`src/rtl/fifo_word_packer_if.sv`:
```
// Bus between the request byte FIFO read port, the word packer and the
// cache controller. Holds the FIFO pop side and the output word handshake.
interface fifo_word_packer_if #(
    parameter int DATA_WIDTH = 8,
    parameter int BEATS      = 4
);
    logic                         fifo_empty_i;
    logic [DATA_WIDTH-1:0]        fifo_read_data_i;
    logic                         fifo_read_en_o;
    logic                         out_valid_o;
    logic                         out_ready_i;
    logic [DATA_WIDTH*BEATS-1:0]  out_data_o;

    // Packer side: pops the FIFO and sources the assembled word.
    modport master (
        input  fifo_empty_i,
        input  fifo_read_data_i,
        input  out_ready_i,
        output fifo_read_en_o,
        output out_valid_o,
        output out_data_o
    );

    // Environment side: FIFO read port plus the word consumer.
    modport slave (
        output fifo_empty_i,
        output fifo_read_data_i,
        output out_ready_i,
        input  fifo_read_en_o,
        input  out_valid_o,
        input  out_data_o
    );
endinterface

```
`src/rtl/fifo_word_packer.sv`:
```
// Pops DATA_WIDTH-bit entries from the request byte FIFO and packs BEATS of
// them little-endian into one word for the cache controller. A flush drops a
// partial word and bumps a saturating drop counter.
//
// Output handshake: out_valid_o stays high with out_data_o stable until a
// cycle where out_ready_i is also high; that cycle is the transfer. A final
// pop in the transfer cycle loads the next word, keeping valid high.
module fifo_word_packer #(
    parameter int DATA_WIDTH = 8,
    parameter int BEATS      = 4
) (
    input  logic                         clk,
    input  logic                         rst_n,
    fifo_word_packer_if.master           bus,
    input  logic                         flush_i,
    output logic [$clog2(BEATS+1)-1:0]   beat_cnt_o,
    output logic [7:0]                   drop_cnt_o
);
    localparam int CW = $clog2(BEATS + 1);
    localparam int AW = (BEATS - 1) * DATA_WIDTH;
    localparam int OW = BEATS * DATA_WIDTH;

    logic [AW-1:0] asm_q, asm_d;
    logic [CW-1:0] beat_q, beat_d;
    logic [OW-1:0] out_q, out_d;
    logic          out_valid_q, out_valid_d;
    logic [7:0]    drop_q, drop_d;

    logic slot_free;
    logic last_beat;
    logic pop;
    logic xfer;

    // Pop decision and next-state for assembly, output slot and drop counter.
    always_comb begin
        asm_d       = asm_q;
        beat_d      = beat_q;
        out_d       = out_q;
        out_valid_d = out_valid_q;
        drop_d      = drop_q;

        slot_free = !out_valid_q || bus.out_ready_i;
        last_beat = (beat_q == CW'(BEATS - 1));
        xfer      = out_valid_q && bus.out_ready_i;
        // The last entry may only be taken when the output slot can accept it.
        pop = rst_n && !bus.fifo_empty_i && !flush_i && (!last_beat || slot_free);

        if (xfer) begin
            out_valid_d = 1'b0;
        end

        if (pop && !last_beat) begin
            for (int i = 0; i < BEATS - 1; i++) begin
                if (beat_q == CW'(i)) begin
                    asm_d[i*DATA_WIDTH +: DATA_WIDTH] = bus.fifo_read_data_i;
                end
            end
            beat_d = beat_q + CW'(1);
        end else if (pop && last_beat) begin
            // Stale asm_q bits are left in place; every slot is rewritten
            // before the next final pop reads it.
            out_d       = {bus.fifo_read_data_i, asm_q};
            out_valid_d = 1'b1;
            beat_d      = '0;
        end

        // Flush only touches the assembly side; the output slot is untouched.
        if (flush_i) begin
            beat_d = '0;
            if (beat_q != '0 && drop_q != 8'hFF) begin
                drop_d = drop_q + 8'd1;
            end
        end
    end

    // State registers with synchronous active-low reset.
    always_ff @(posedge clk) begin
        if (!rst_n) begin
            asm_q       <= '0;
            beat_q      <= '0;
            out_q       <= '0;
            out_valid_q <= 1'b0;
            drop_q      <= '0;
        end else begin
            asm_q       <= asm_d;
            beat_q      <= beat_d;
            out_q       <= out_d;
            out_valid_q <= out_valid_d;
            drop_q      <= drop_d;
        end
    end

    assign bus.fifo_read_en_o = pop;
    assign bus.out_valid_o    = out_valid_q;
    assign bus.out_data_o     = out_q;
    assign beat_cnt_o         = beat_q;
    assign drop_cnt_o         = drop_q;
endmodule

```
`src/flat_wrapper.sv`:
```
// flat-port wrapper written by rule: the top's interface ports become plain ports
module fifo_word_packer_flat 
#(
    parameter int DATA_WIDTH = 8,
    parameter int BEATS      = 4
)
  (clk, rst_n, flush_i, beat_cnt_o, drop_cnt_o, bus_fifo_empty_i, bus_fifo_read_data_i, bus_out_ready_i, bus_fifo_read_en_o, bus_out_valid_o, bus_out_data_o);
  fifo_word_packer_if #(.DATA_WIDTH(DATA_WIDTH), .BEATS(BEATS)) bus_i ();
  input  logic clk;
  input  logic rst_n;
  input  logic flush_i;
  output logic [$clog2(BEATS+1)-1:0] beat_cnt_o;
  output logic [7:0] drop_cnt_o;
  input wire logic [$bits(bus_i.fifo_empty_i)-1:0] bus_fifo_empty_i;
  input wire logic [$bits(bus_i.fifo_read_data_i)-1:0] bus_fifo_read_data_i;
  input wire logic [$bits(bus_i.out_ready_i)-1:0] bus_out_ready_i;
  output wire logic [$bits(bus_i.fifo_read_en_o)-1:0] bus_fifo_read_en_o;
  output wire logic [$bits(bus_i.out_valid_o)-1:0] bus_out_valid_o;
  output wire logic [$bits(bus_i.out_data_o)-1:0] bus_out_data_o;
  assign bus_i.fifo_empty_i = bus_fifo_empty_i;
  assign bus_i.fifo_read_data_i = bus_fifo_read_data_i;
  assign bus_i.out_ready_i = bus_out_ready_i;
  assign bus_fifo_read_en_o = bus_i.fifo_read_en_o;
  assign bus_out_valid_o = bus_i.out_valid_o;
  assign bus_out_data_o = bus_i.out_data_o;
  fifo_word_packer #(.DATA_WIDTH(DATA_WIDTH), .BEATS(BEATS)) u_core (.clk(clk), .rst_n(rst_n), .bus(bus_i), .flush_i(flush_i), .beat_cnt_o(beat_cnt_o), .drop_cnt_o(drop_cnt_o));
endmodule
```
`config.mk`:
```
export PLATFORM = sky130hd
export DESIGN_NAME = fifo_word_packer_flat
export DESIGN_NICKNAME = d
export VERILOG_FILES = /design/src/rtl/fifo_word_packer_if.sv /design/src/rtl/fifo_word_packer.sv /design/src/flat_wrapper.sv
export SDC_FILE = /design/constraint.sdc
export NUM_CORES = 1
export LEC_CHECK = 0
export ABC_AREA = 1
export CAP_MARGIN = 20
export CORE_ASPECT_RATIO = 0.7
export CORE_UTILIZATION = 45
export DETAILED_ROUTE_END_ITERATION = 7
export PLACE_DENSITY = 0.86
export SYNTH_ARGS = -nofsm -noshare
export SYNTH_HDL_FRONTEND = slang
export SYNTH_SLANG_ARGS = --single-unit
```
`constraint.sdc`:
```
create_clock -name clk -period 1.5 [get_ports clk]
set_clock_uncertainty 0.15 [all_clocks]
set_input_delay 0.3 -clock clk [delete_from_list [all_inputs] [get_ports clk]]
set_output_delay 0.3 -clock clk [all_outputs]
set_load 0.02 [all_outputs]
```
==> run summary, run 1 <==
Routability Congestion -> 0.810
Gate power share -> 8.1%
Critical Path End -> u_core.asm_q[3]
Slew @ Worst Pin -> 0.703 ns
Worst min-delay path startpoint -> u_core.asm_q[16]
Drc violations -> 0
CTS Hold Bufs -> 0
Seq pwr share -> 47.9%
Final Worst Setup Slack -> -0.350 ns
Syn avg cell area -> 7.59 µm²
Setup TNS -> -14.78 ns
Req. time, crit path -> 1.59 ns
P&R area growth vs syn -> 58.4%
DRT antenna net count -> 0
DRT iter0 DRCs -> 203
I/O Buffers -> 57
CTS max path bufs -> 2
Max_cap viols -> 0
Status -> complete, but fails checks
Initial antenna violation count -> 0
Worst hold-check path type -> reg -> reg
FF+latch count, synth -> 68
CTS clock-pin slew for the worst setup and hold paths -> 0.08 ns
Sw frac -> 24.8%
Warnings, synthesis -> 0
CTS buffer count -> 9
Core area -> 5810 µm²
WHS -> 0.340 ns
Nets@finish -> 480
Commonest cells in the netlist -> nor2_1, dfxtp_1, o21ai_0
Post-Synth Simple-Gate Area -> 29.4%
Vias in the first global route -> 2625
Die height -> 67.5 µm
Global-route wire length before repair -> 12900 µm
Count leader, synth -> nor2_1
TritonCTS clock tree -> built
Critical Path Most Common Cell -> ha_4
Fin crit period -> 1.85 ns
Number of diodes -> 0
Root buffer cell -> clkbuf_8
Largest net degree at the start of global routing -> 66
Synth cell types -> 21
Setup CP Type -> reg -> reg
Htree depth -> 3
XOR/XNOR share of the synthesized area -> 0%
Internal power -> 2.89 mW
Final WL -> 9060 µm
Sw Pwr -> 0.950 mW
Drt via density -> 5.46
Main synth FF type -> dfxtp_1
Clk sinks -> 68
TritonRoute pass-1 iters -> 6
Compound-Gate Fraction of Synth Area -> 11.9%
CP Launch Point -> u_core.beat_cnt_o[0]
GR Util All Layers -> 26.5%
Leak -> 1.78 nW
Largest family of logic cells by synthesized area -> simple AND/OR/NAND/NOR gates
Largest area contributor in the netlist -> dfxtp_1
Pins Over Slew Limit -> 0
Non-Filler Instances -> 541
Reg2reg start -> u_core.beat_cnt_o[0]
Slowest-stage cell, CP -> dfxtp_4
Hold path depth -> 2
Share of post-route cells with drive strength above 1 -> 35.4%
Setup crit start kind -> register
Asr flop ratio synth -> 0%
Peak VDD IR -> 0.000608 V
Largest cells by area after synthesis -> dfxtp_1, nor2_1, o21ai_0, nor3_1, nand2_1
Placed Cells -> 506
Die X -> 95.5 µm
Rows -> 23
Mapped Area -> 2750 µm²
Gate Count Post-Synth -> 363
Failing checks -> negative setup slack
CP Cell Sequence -> ha_4, ha_4, buf_4, buf_6, nor3_4, nand2_4, o21ai_1, nor2_1
Pwr Total -> 3.84 mW
Worst skew pair latency -> 0.35 ns
Clock share of power -> 44.1%
Worst slew margin -> 53.2%
Die Area -> 6440 µm²
Routed WL per cell -> 16.8 µm
Max incr delay on CP -> 0.36 ns
Crit Reg-Reg Endpoint -> u_core.asm_q[3]
Setup violators final -> 68
Final worst-path cycle share -> 123%
Sequential-to-total area share from yosys stat -> 49.4%
Via Count -> 2954
Mux share of post-synthesis cell area -> 0%
Crit path max fanout -> 5
FF-to-FF path depth -> 8
Finished Core Util -> 75.1%
Power Dens Cells -> 880 nW/µm²
Reg2Reg Setup Slack -> -0.35 ns
CP arrival -> 1.94 ns
Initial Utilization -> 47.4%
Post-Syn Nets -> 382
RSZ-0062 raised after global routing -> true
Fillcell total -> 391
Io pins -> 58
Worst setup EP type -> register
FMAX -> 0.541 GHz
HPWL Detailed -> 4980 µm
Final hold vios -> 0
GR Overflow Total -> 0
EDFF count, synth -> 0
Adder-cell area share of the yosys netlist -> 2.73%
Top-area cell type share of the netlist area -> 49.4%
flip-flops by register name, summed over array words and instances, names as in the netlist:
signal,cells
u_core.bus.out_valid_o,1
u_core.drop_cnt_o,8
u_core.bus.out_data_o,32
u_core.beat_cnt_o,3
u_core.asm_q,24
placed cells by master, fill, tap and decap left out, types with 3 or more instances in the layout:
cell type	Yosys	final
buf_12	0	7
nor2_2	0	8
o21ai_0	50	18
nor3_4	0	4
clkdlybuf4s50_1	0	11
dlygate4sd2_1	0	8
clkbuf_8	0	9
dfxtp_1	68	60
clkbuf_16	0	4
nor3_1	49	37
dfxtp_4	0	3
ha_4	0	3
clkdlybuf4s15_1	0	16
o21ai_1	9	23
nand3_2	0	5
nor2_1	85	75
inv_1	21	16
inv_4	0	3
clkbuf_2	0	14
o21ai_2	0	16
buf_6	2	4
buf_4	3	34
nor3_2	0	8
dfxtp_2	0	5
clkdlybuf4s15_2	0	4
nand2_4	2	5
nand2_2	2	3
inv_6	0	3
nand2_1	29	25
nor2_4	3	5
nand3_1	11	5
critical path: cells and delay by family, from the launching register on:
kind | cells | cell delay (ns)
flip-flops | 1 | 0.36
AND/OR/NAND/NOR | 3 | 0.49
adder cells (fa/ha/maj) | 2 | 0.33
AO/OA/AOI/OAI | 1 | 0.16
buffers and inverters | 2 | 0.24
layout make-up:
type | instances | area (µm²) | area share (%)
repair buffers | 104 | 1010 | 23.1
well taps | 75 | 93.8 | 2.15
inverters | 23 | 106 | 2.44
flip-flops and latches | 68 | 1380 | 31.6
clock buffers | 9 | 124 | 2.84
multi-input cells | 255 | 1560 | 35.6
clock inverters | 7 | 98.8 | 2.27
kinds of logic (layout without fill, tap and decap cells):
family / after synthesis / in the layout
AO/OA/AOI/OAI: 65 / 65
adder cells (fa/ha/maj): 6 / 6
buffers and inverters: 41 / 143
flip-flops: 68 / 68
AND/OR/NAND/NOR: 183 / 184
worst min path at each step:
| stage | to | slack, ns |
|---|---|---|
| final | u_core.bus.out_data_o[16] | 0.34 |
| after global routing | u_core.asm_q[0] | 0.36 |
| after CTS | u_core.asm_q[5] | 0.33 |
| after global placement | u_core.asm_q[4] | 0.32 |
| after detailed placement | u_core.asm_q[5] | 0.33 |
| after floorplan | u_core.asm_q[10] | 0.28 |
through the flow:
stage | worst slack [ns] | cell area [µm²]
3_5_place_dp | -0.682 | 3680
2_1_floorplan | -0.0551 | 2840
3_3_place_gp | -0.658 | 3680
5_1_grt | -0.404 | 4360
6_report | -0.350 | 4360
4_1_cts | -0.317 | 4040
metal layers:
metal,track usage (%),routed length (µm)
met1,33.8,3820
met2,44.5,4310
met3,8.00,691
met4,6.16,244
met5,0,0
power by group through the flow:
stage / registers [mW] / logic [mW] / clock network, mW
floorplan: 1.88 / 0.112 / 0
global placement: 1.88 / 0.235 / 0
detailed placement: 1.88 / 0.241 / 0
CTS: 1.84 / 0.275 / 1.71
global route: 1.84 / 0.324 / 1.79
finish: 1.84 / 0.309 / 1.69
repair_timing:
action	4_1_cts	5_1_grt
cloned	1	4
setup buffers	4	12
gates resized for setup	127	98
endpoints found under the setup margin	111	99
pin swaps	19	24
No activity file was read; power rests on OpenSTA's default activity.
==> inputs of run 2 (changes only) <==
==> constraint.sdc (replaced) <==
create_clock -name clk -period 1.5 [get_ports clk]
set_clock_uncertainty 0.15 [all_clocks]
set_input_delay 0.3 -clock clk [delete_from_list [all_inputs] [get_ports clk]]
set_output_delay 0.3 -clock clk [all_outputs]
set_load 0.005 [all_outputs]
==> run summary, run 2 (synthesis gave the netlist of run 1 again) <==
Status -> complete, but fails checks
Failing checks -> negative setup slack
Share of post-route cells with drive strength above 1 -> 40.7%
Nets@finish -> 481
Routability Congestion -> 0.824
Crit path max fanout -> 8
Leading cell type in the layout, fill and taps excluded -> nor2_1
Placement Setup Slack -> -0.652 ns
Setup crit start kind -> input port
DRT iter0 DRCs -> 286
Vias in the first global route -> 2711
Finished Core Util -> 78.9%
CP Cell Sequence -> clkdlybuf4s50_1, inv_2, nand2_4, nor2_4, buf_6, nand2_4, nor2_4, clkbuf_16, o21ai_1, nor2_1
Power Dens Cells -> 893 nW/µm²
Post-route design area -> 4580 µm²
Gate power share -> 8.8%
Io pins -> 58
Setup TNS -> -18.47 ns
Final worst-path cycle share -> 127%
Setup CP Type -> in -> reg
Max_cap viols -> 0
Worst slew margin -> 51.9%
Worst setup EP type -> register
Initial antenna violation count -> 0
Drt via density -> 5.91
Placed Cells -> 507
Max incr delay on CP -> 0.47 ns
CTS max path bufs -> 2
Area of placed instances -> 3660 µm²
Htree depth -> 3
Clock share of power -> 46.3%
Sw frac -> 23.9%
Final Worst Setup Slack -> -0.402 ns
I/O Buffers -> 57
Rows -> 23
Global-route wire length before repair -> 13300 µm
Seq pwr share -> 45.0%
CP arrival -> 2.03 ns
Clk sinks -> 68
Slew @ Worst Pin -> 0.721 ns
DRT antenna net count -> 0
Buf/Inv on CP -> 4
Largest net degree at the start of global routing -> 66
Largest register FFs -> 32
Routed WL per cell -> 20.9 µm
Die Area -> 6440 µm²
CTS Hold Bufs -> 0
Peak VDD IR -> 0.000730 V
Core area -> 5810 µm²
GR Overflow Total -> 0
Internal power -> 3.12 mW
Die height -> 67.5 µm
Drc violations -> 0
Number of diodes -> 0
CTS clock-pin slew for the worst setup and hold paths -> 0.08 ns
P&R area growth vs syn -> 66.5%
HPWL Detailed -> 4880 µm
Non-Filler Instances -> 542
Pins Over Slew Limit -> 0
Final hold vios -> 0
CTS buffer count -> 9
TritonCTS clock tree -> built
Req. time, crit path -> 1.63 ns
Die X -> 95.5 µm
TritonRoute pass-1 iters -> 7
Slowest-stage cell, CP -> clkdlybuf4s50_1
GR Util All Layers -> 28.0%
RSZ-0062 raised after global routing -> true
Final WL -> 11300 µm
Initial Utilization -> 47.4%
Commonest cells after routing, fill and taps aside -> nor2_1, dfxtp_1, o21ai_2
Root buffer cell -> clkbuf_8
Via Count -> 3202
Sw Pwr -> 0.977 mW
Leak -> 1.91 nW
Setup violators final -> 70
FMAX -> 0.526 GHz
Fin crit period -> 1.90 ns
Top Family by Delay on Critical Path -> buffers and inverters
Fillcell total -> 328
Worst hold-check path type -> in -> reg
Worst skew pair latency -> 0.36 ns
## run 2: tightest hold or removal path: cells and delay by family
kind,cells,cell delay (ns)
AO/OA/AOI/OAI,1,0.04
buffers and inverters,2,0.34
AND/OR/NAND/NOR,1,0.11
## run 2: metrics by stage
step	hold WS [ns]	total power, mW
finish	0.318	4.09
detailed placement	0.330	2.11
global placement	0.319	2.10
CTS	0.335	3.98
floorplan	0.281	1.99
global route	0.323	4.18
## run 2: path summary, 6_finish.rpt
check	start	end	slack [ns]	cells after the start
worst min-delay path	rst_n	u_core.beat_cnt_o[1]	0.32	4
worst max-delay path	flush_i	u_core.bus.out_data_o[28]	-0.40	10
worst min register to register	u_core.asm_q[3]	u_core.bus.out_data_o[3]	0.34	2
worst max register to register	u_core.beat_cnt_o[1]	u_core.bus.out_data_o[28]	-0.37	9
## run 2: area by class of cell
| type | count | area [µm²] | area share (%) |
|---|---|---|---|
| Sequential cell | 68 | 1380 | 30.2 |
| Timing Repair Buffer | 105 | 1050 | 23.0 |
| Clock buffer | 10 | 138 | 3.00 |
| Tap cell | 75 | 93.8 | 2.05 |
| Multi-Input combinational cell | 255 | 1700 | 37.1 |
| Clock inverter | 6 | 111 | 2.43 |
| Inverter | 23 | 104 | 2.27 |
## run 2: timing repair
item,in CTS,in global routing
resized for setup,166,86
setup endpoints to repair,110,69
pin swaps,33,71
hold endpoints to repair,0,0
gates cloned,1,4
setup buffers,6,11
## run 2: layer usage
metal,vias to the layer above,track usage (%),wire [µm]
li1,1400,-,-
met1,1484,34.0,4440
met2,244,44.9,5200
met3,74,8.67,1060
met4,0,15.1,613
met5,-,0,0
## run 2: power by group through the flow
stage                     logic [mW]  clock network (mW)  registers, mW
final                          0.358                1.89           1.84
after global routing           0.373                1.97           1.84
after CTS                      0.273                1.87           1.84
after detailed placement       0.232                   0           1.88
after global placement         0.226                   0           1.88
after floorplan                0.110                   0           1.88
